<file path="config.mk">
export PLATFORM = sky130hd
export DESIGN_NAME = cavlc_bit_window_flat
export DESIGN_NICKNAME = d
export VERILOG_FILES = /design/src/rtl/cavlc_bit_window_if.sv /design/src/rtl/cavlc_bit_window.sv /design/src/flat_wrapper.sv
export SDC_FILE = /design/constraint.sdc
export NUM_CORES = 1
export LEC_CHECK = 0
export BUFFER_PORTS_ARGS = -buffer_cell sky130_fd_sc_hd__buf_2
export CORE_ASPECT_RATIO = 1.75
export CORE_MARGIN = 8
export CORE_UTILIZATION = 45
export DETAILED_ROUTE_END_ITERATION = 10
export PLACE_DENSITY_LB_ADDON = 0.15
export SETUP_SLACK_MARGIN = 0.05
export SLEW_MARGIN = 15
export SYNTH_ARGS = -nofsm -noshare
export SYNTH_HDL_FRONTEND = slang
export SYNTH_SLANG_ARGS = --single-unit
export TNS_END_PERCENT = 1
</file>
<file path="constraint.sdc">
create_clock -name Clk -period 6.2 [get_ports Clk]
set_input_delay 0.93 -clock Clk [delete_from_list [all_inputs] [get_ports Clk]]
set_output_delay 0.93 -clock Clk [all_outputs]
set_load 0.02 [all_outputs]
</file>
<file path="src/rtl/cavlc_bit_window_if.sv">
// Slice-data word handshake into the CAVLC bit window.
// The feeder holds InWord/InValid until it sees InReady high at a clock edge.
interface cavlc_bit_window_if #(
    parameter int unsigned WORD_W = 32
);
    logic [WORD_W-1:0] InWord;
    logic              InValid;
    logic              InReady;

    modport master (
        output InWord,
        output InValid,
        input  InReady
    );

    modport slave (
        input  InWord,
        input  InValid,
        output InReady
    );
endinterface

</file>
<file path="src/rtl/cavlc_bit_window.sv">
// MSB-first bit buffer feeding the CAVLC decoders with a left-aligned look-ahead window.
// One word load and one shift of up to WIN_W bits can both happen in a single cycle.
module cavlc_bit_window #(
    parameter int unsigned WORD_W = 32,
    parameter int unsigned BUF_W  = 64,
    parameter int unsigned WIN_W  = 16
) (
    input  logic                 Clk,
    input  logic                 nReset,
    input  logic                 Flush,
    cavlc_bit_window_if.slave    in_if,
    input  logic                 ShiftEn,
    input  logic [4:0]           NumShift,
    output logic [WIN_W-1:0]     BitstreamShifted,
    output logic                 WindowValid,
    output logic [6:0]           BitCount,
    output logic [31:0]          BitPos,
    output logic                 Error
);
    localparam int unsigned CNT_W = 7;
    localparam int unsigned SHF_W = 5;
    localparam int unsigned POS_W = 32;
    localparam int unsigned PAD_W = BUF_W - WORD_W;

    logic [BUF_W-1:0] buf_q, buf_d;
    logic [CNT_W-1:0] count_q, count_d;
    logic [POS_W-1:0] pos_q, pos_d;
    logic             err_q, err_d;

    logic             shift_legal;
    logic [CNT_W-1:0] shift_amt;
    logic [CNT_W-1:0] remain;
    logic             load;
    logic [BUF_W-1:0] word_ext;
    logic             in_ready;

    // Space for a whole word must exist; a flushing cycle never accepts.
    assign in_ready = (count_q <= CNT_W'(PAD_W)) && !Flush;

    // Next-state: shift out consumed bits, then append the new word right behind the remainder.
    always_comb begin
        shift_legal = 1'b0;
        shift_amt   = '0;
        remain      = count_q;
        load        = 1'b0;
        word_ext    = '0;
        buf_d       = buf_q;
        count_d     = count_q;
        pos_d       = pos_q;
        err_d       = err_q;

        shift_legal = ShiftEn
                   && (NumShift <= SHF_W'(WIN_W))
                   && (CNT_W'(NumShift) <= count_q);
        shift_amt   = shift_legal ? CNT_W'(NumShift) : '0;
        remain      = count_q - shift_amt;
        load        = in_if.InValid && in_ready;
        word_ext    = {in_if.InWord, {PAD_W{1'b0}}} >> remain;

        if (Flush) begin
            buf_d   = '0;
            count_d = '0;
            pos_d   = '0;
            err_d   = 1'b0;
        end else begin
            buf_d   = (buf_q << shift_amt) | (load ? word_ext : '0);
            count_d = remain + (load ? CNT_W'(WORD_W) : '0);
            pos_d   = pos_q + POS_W'(shift_amt);
            err_d   = err_q | (ShiftEn && !shift_legal);
        end
    end

    always_ff @(posedge Clk or negedge nReset) begin
        if (!nReset) begin
            buf_q   <= '0;
            count_q <= '0;
            pos_q   <= '0;
            err_q   <= 1'b0;
        end else begin
            buf_q   <= buf_d;
            count_q <= count_d;
            pos_q   <= pos_d;
            err_q   <= err_d;
        end
    end

    assign in_if.InReady    = in_ready;
    assign BitstreamShifted = buf_q[BUF_W-1 -: WIN_W];
    assign WindowValid      = (count_q >= CNT_W'(WIN_W));
    assign BitCount         = count_q;
    assign BitPos           = pos_q;
    assign Error            = err_q;

endmodule

</file>
<file path="src/flat_wrapper.sv">
// flat-port wrapper written by rule: the top's interface ports become plain ports
module cavlc_bit_window_flat 
#(
    parameter int unsigned WORD_W = 32,
    parameter int unsigned BUF_W  = 64,
    parameter int unsigned WIN_W  = 16
)
  (Clk, nReset, Flush, ShiftEn, NumShift, BitstreamShifted, WindowValid, BitCount, BitPos, Error, in_if_InWord, in_if_InValid, in_if_InReady);
  cavlc_bit_window_if #(.WORD_W(WORD_W)) in_if_i ();
  input  logic Clk;
  input  logic nReset;
  input  logic Flush;
  input  logic ShiftEn;
  input  logic [4:0] NumShift;
  output logic [WIN_W-1:0] BitstreamShifted;
  output logic WindowValid;
  output logic [6:0] BitCount;
  output logic [31:0] BitPos;
  output logic Error;
  input wire logic [$bits(in_if_i.InWord)-1:0] in_if_InWord;
  input wire logic [$bits(in_if_i.InValid)-1:0] in_if_InValid;
  output wire logic [$bits(in_if_i.InReady)-1:0] in_if_InReady;
  assign in_if_i.InWord = in_if_InWord;
  assign in_if_i.InValid = in_if_InValid;
  assign in_if_InReady = in_if_i.InReady;
  cavlc_bit_window #(.WORD_W(WORD_W), .BUF_W(BUF_W), .WIN_W(WIN_W)) u_core (.Clk(Clk), .nReset(nReset), .Flush(Flush), .in_if(in_if_i), .ShiftEn(ShiftEn), .NumShift(NumShift), .BitstreamShifted(BitstreamShifted), .WindowValid(WindowValid), .BitCount(BitCount), .BitPos(BitPos), .Error(Error));
endmodule
</file>
Yosys cells after proc, flatten, opt, wreduce, memory -nomap -nowiden
Index checks and enable logic that the tools add are counted.
{"block": "op_classes", "muxes": 7, "n_reduce_logical": 7, "magnitude_cmp": 4, "add_sub_neg": 3, "n_shift": 2, "n_bitwise": 2}
{"op": "64-bit two-way mux", "n": 2}
{"op": "64-bit bitwise OR", "n": 1}
{"op": "64-bit by 7-bit << shifter with 64-bit output", "n": 1}
{"op": "64-bit by 7-bit right shift with 64-bit output", "n": 1}
{"op": "32-bit by 7-bit adder with 32-bit output", "n": 1}
{"op": "32-bit two-way mux", "n": 1}
{"op": "7-bit adder", "n": 1}
{"op": "7-bit by 5-bit >= comparator with 1-bit output (second input constant)", "n": 1}
{"op": "5-bit by 7-bit less-or-equal comparator with 1-bit output", "n": 1}
{"op": "7-bit by 6-bit less-or-equal comparator with 1-bit output (second input constant)", "n": 1}
{"op": "7-bit two-way mux", "n": 1}
{"op": "7-bit subtractor", "n": 1}
{"op": "6-bit two-way mux", "n": 1}
{"op": "5-bit less-or-equal comparator (second input constant)", "n": 1}
{"op": "1-bit logical AND", "n": 5}
{"op": "5-bit two-way mux", "n": 1}
{"op": "1-bit logical NOT", "n": 2}
{"op": "1-bit two-way mux", "n": 1}
{"op": "1-bit bitwise OR", "n": 1}
{"block": "totals", "word_cells": 29, "regBits": 104, "out_inout_bits": 58, "inputBits": 42}

Logic depth before layout (Yosys ltp)
{"block": "logic_depth", "depth_word": 9, "depth_mapped": 22}

Least setup slack after synthesis
Ideal clock, no wire load.
{"block": "synth_path", "kind": "input to register", "startpoint": "in NumShift[0]", "endpoint": "reg u_core.buf_q[17]", "cell_stages": 19, "slack_ns": 1.127, "setup_ns": 0.082, "arrival_ns": 4.991, "required_time_ns": 6.118, "path_buffers": 5, "cell_sequence": "buf_4 > clkinv_1 > ha_1 > and3b_1 > o21ai_1 > a21oi_2 > inv_2 > buf_2 > ha_1 > fa_1 > buf_2 > buf_2 > buf_2 > mux2i_1 > mux2i_1 > mux2i_1 > nand2_1 > a221o_1 > a31oi_1"}
{"block": "synth_between", "elab_chain_len": 9, "elab_cells_between_ends": 11}
{"item": "from (decl)", "line_no": "flat_wrapper.sv:14", "text": "input logic [4:0] NumShift;"}
{"item": "5-bit less-or-equal comparator", "line_no": "cavlc_bit_window.sv:53", "text": "&& (NumShift <= SHF_W'(WIN_W))"}
{"item": "1-bit logical AND", "line_no": "cavlc_bit_window.sv:53"}
{"item": "1-bit logical AND", "line_no": "cavlc_bit_window.sv:54", "text": "&& (CNT_W'(NumShift) <= count_q);"}
{"item": "5-bit two-way mux *", "line_no": "cavlc_bit_window.sv:55", "text": "shift_amt = shift_legal ? CNT_W'(NumShift) : '0;"}
{"item": "7-bit subtractor", "line_no": "cavlc_bit_window.sv:56", "text": "remain = count_q - shift_amt;"}
{"item": "64-bit by 7-bit right shift with 64-bit output", "line_no": "cavlc_bit_window.sv:58", "text": "word_ext = {in_if.InWord, {PAD_W{1'b0}}} >> remain;"}
{"item": "64-bit two-way mux", "line_no": "cavlc_bit_window.sv:66", "text": "buf_d = (buf_q << shift_amt) | (load ? word_ext : '0);"}
{"item": "64-bit bitwise OR *", "line_no": "cavlc_bit_window.sv:66"}
{"item": "64-bit two-way mux *", "line_no": "cavlc_bit_window.sv:60", "text": "if (Flush) begin"}
{"item": "named net u_core.buf_d[17]", "line_no": "cavlc_bit_window.sv:25", "text": "logic [BUF_W-1:0] buf_q, buf_d;"}
{"item": "to (signal assigned)", "line_no": "cavlc_bit_window.sv:80", "text": "buf_q <= buf_d;"}
{"item": "to (decl)", "line_no": "cavlc_bit_window.sv:25"}
The timed path passes the listed nets; every way through them passes the cells marked *.

Worst setup path after layout
{"block": "layout_path", "startpoint": "in NumShift[4]", "endpoint": "reg u_core.buf_q[7]"}
The elaborated chain is that of the path after synthesis.

==> results.toml <==
[run_status]
result_of_the_run = "finished clean"

[route]
top_layer = "met5"
via_per_inst = 6.82
drt_first_pass_iters = 7
detailroute.via_count = 11400
drt-met1-wl_mm = 16.4
drt-wirelength-per-cell_um = 28.0
postRouteAntennaNets = 0
routed-wl-met3_mm = 3.48
drc = 0
wl_met2_mm = 23.5
routed_wirelength_mm = 46.8
dr.first_iter.drc_count = 1505

[floorplanning]
start_util = 0.454
fp.coreArea_um2 = 23800
count_of_pins_on_the_block_boundary = 100
die_area_um2 = 29500
floorplan.rows = 75
die-height_um = 221
die_w_um = 133

[placed_design]
post_dp_cell_area_um2 = 11400
hpwlAfterDp_mm = 35.1
numPortBuffers = 99
gpl.final_weighted_congestion = 1.02

[global_routing]
first_global_vias = 11400
maximum_number_of_pins_on_one_net_before_global_route_repair = 69
grtUsageTotal = 0.314
grt_remaining_overflow = 0
initial_antenna_violation_count = 1
grt_first_pass_wirelength_mm = 71.1

[power_and_ir_drop]
power-per-cell-area_nw_per_um2 = 526
total_switching_power_uw = 3450
share_clk_of_total_power = 0.104
intPower_uw = 2710
p_leak_uw = 0.00525
worst_ir_drop_vdd_v = 0.000263
power.share.sequential = 0.179
swShare = 0.561
power_uw = 6160
comb_power_share = 0.717

[cells_and_area]
share_of_layout_cells_above_drive_strength_1 = 0.175
nNetsFinal = 1419
number_of_filler_cells_placed_in_the_layout = 2448
postLayoutCellArea_um2 = 11700
antennaDiodeCount = 0
syn2layout_area_growth_pct = 8.19

[hold_path]
hold_start = "u_core.Error"
hold-path-endpoint = "u_core.Error"
holdPathStages = 2
min-delay-path-class = "flop to flop"

[clock_tree]
tritoncts = "done"
number_of_gates_resized_after_cts = 0
cts-root-buf = "sky130_fd_sc_hd__clkbuf_16"
clock-sinks = 104
clk_latency_ps = 400
clock_path_buffers = 2
tritoncts.num_buffers = 9
cts_hold_buf = 0
cts.reportedPaths.clkPinSlew_ps = 80
cts_post_setup_buffers_inserted = 0
ctsHtreeMaxLevel = 3

[critical_path]
cp.arrival_ps = 5370
reg2reg_to = "u_core.buf_q[7]"
setup.reg_to_reg.worst_slack_ps = 1210
depth_of_the_worst_register_to_register_path = 15
worst_r2r_startpoint = "u_core.BitCount[4]"
timing.critical_path.required_ps = 6450
timing.critical_path.fanout_max = 27
setup.worst_path.end_class = "flop"
worst_setup_path_category = "input port to flop"
start_kind = "input port"

[synthesis]
netlist-cell-type-count = 83
post_syn_area_per_cell_um2 = 8.12
synthesis.area_um2 = 10800
synth_sequential_area_ratio = 0.240
yosys_register_bits = 104
syn-num-nets = 1394
synth_enable_flop_cells = 0
synth_flop_cell = "sky130_fd_sc_hd__dfrtp_1"
synthCells = 1333
post_synth_arst_share = 1.00
synth.yosys.warnings = 0

[timing]
final-max-slew-violation-count = 0
min_period_over_period = 0.826
fin_skew_ps = 17.5
slew_headroom = 0.294
finalHoldWorstSlack_ps = 503
tns_ps = 0
unrepaired_setup_endpoints_after_global_routing = "no"
timing.final.hold_violations = 0
fmax_mhz = 195
tightest_slew_ps = 1060
fin_crit_ps = 5120
finalSetupViolations = 0

[run]
max_cap_viol_count = 0
[cells in the mapped netlist (all sizes together) (15+ instances only)]
| master | number | area, µm² |
|---|---|---|
| o211ai | 16 | 120 |
| clkbuf | 32 | 120 |
| mux2 | 32 | 368 |
| a31oi | 15 | 93.8 |
| a22oi | 19 | 143 |
| nor2 | 152 | 586 |
| dfrtp | 104 | 2600 |
| ha | 17 | 213 |
| nand2 | 139 | 529 |
| mux4 | 19 | 428 |
| buf | 92 | 559 |
| mux2i | 128 | 1280 |
| xor2 | 18 | 158 |
| nor3 | 19 | 95.1 |
| nand3 | 38 | 190 |
| a221o | 17 | 170 |
| and3 | 16 | 100 |
| a21oi | 84 | 435 |
| a221oi | 17 | 161 |
| o22ai | 38 | 238 |
| o21ai | 90 | 450 |
| xnor2 | 16 | 140 |
| inv | 27 | 101 |
[flip-flops by register name (all words and copies together), names as in the netlist]
signal,flops
u_core.Error,1
u_core.buf_q,64
u_core.BitPos,32
u_core.BitCount,7
[area by class of cell]
class,instances,area [µm²],area share
clock buffers,9,225,0.0192
clock inverters,7,90.1,0.00769
inverters,30,114,0.00972
multi-input cells,1075,7480,0.638
flip-flops and latches,104,2600,0.222
well taps,308,385,0.0329
repair buffers,138,818,0.0699
[metrics by stage]
step,std cells,utilization,setup WS [ps]
detailed placement,1655,0.478,831
CTS,1671,0.491,1270
global placement,1655,0.478,877
global route,1671,0.491,803
floorplan,1333,-,1130
finish,1671,0.491,1080
[how the worst max path moves through the flow]
stage / startpoint / to / slack, ps / cells after the start
finish: NumShift[4] / u_core.buf_q[7] / 1080 / 15
global route: NumShift[2] / u_core.buf_q[7] / 800 / 16
CTS: NumShift[4] / u_core.buf_q[1] / 1270 / 16
detailed placement: NumShift[4] / u_core.buf_q[1] / 830 / 16
global placement: NumShift[4] / u_core.buf_q[7] / 880 / 15
floorplan: NumShift[0] / u_core.buf_q[17] / 1130 / 19
[power groups by stage]
stage	sequential (µW)	clock, µW	combinational (µW)
2_1_floorplan	1030	0	2910
3_3_place_gp	1100	0	4290
3_5_place_dp	1100	0	4270
4_1_cts	1090	645	4280
5_1_grt	1120	670	4660
6_report	1100	640	4420
[logic make-up after synthesis]
| group | synth area share |
|---|---|
| DFF | 0.240 |
| and+or+nand+nor | 0.180 |
| adders and majority gates | 0.0233 |
| xor gates and xnor gates | 0.0275 |
| muxes | 0.192 |
| AOI/OAI and AO/OA | 0.264 |
| buffers and inverters | 0.0733 |
[critical path: stages]
cell,delay [ps]
sky130_fd_sc_hd__buf_2,150
sky130_fd_sc_hd__ha_1,330
sky130_fd_sc_hd__a21o_1,260
sky130_fd_sc_hd__a211oi_4,410
sky130_fd_sc_hd__o31a_2,230
sky130_fd_sc_hd__clkinv_2,60
sky130_fd_sc_hd__ha_1,450
sky130_fd_sc_hd__xor2_4,480
sky130_fd_sc_hd__buf_12,260
sky130_fd_sc_hd__mux2i_1,660
sky130_fd_sc_hd__nand2_1,110
sky130_fd_sc_hd__o21ai_0,240
sky130_fd_sc_hd__a21oi_1,240
sky130_fd_sc_hd__a221oi_2,480
sky130_fd_sc_hd__nor2_1,80
[layout by cell type (no fill, tap or decap), types with 38 or more instances in the layout]
| master | n |
|---|---|
| sky130_fd_sc_hd__nand3_1 | 38 |
| sky130_fd_sc_hd__buf_4 | 39 |
| sky130_fd_sc_hd__nor2_1 | 146 |
| sky130_fd_sc_hd__buf_2 | 97 |
| sky130_fd_sc_hd__a21oi_1 | 80 |
| sky130_fd_sc_hd__o21ai_0 | 83 |
| sky130_fd_sc_hd__o22ai_1 | 38 |
| sky130_fd_sc_hd__dfrtp_1 | 104 |
| sky130_fd_sc_hd__mux2i_1 | 128 |
| sky130_fd_sc_hd__nand2_1 | 138 |
[metal layers]
layer	track usage	vias to the layer above
met4	0.210	2
met3	0.0635	180
li1	-	5021
met2	0.540	653
met5	0	-
met1	0.340	5532
No activity file was read; power rests on OpenSTA's default activity.
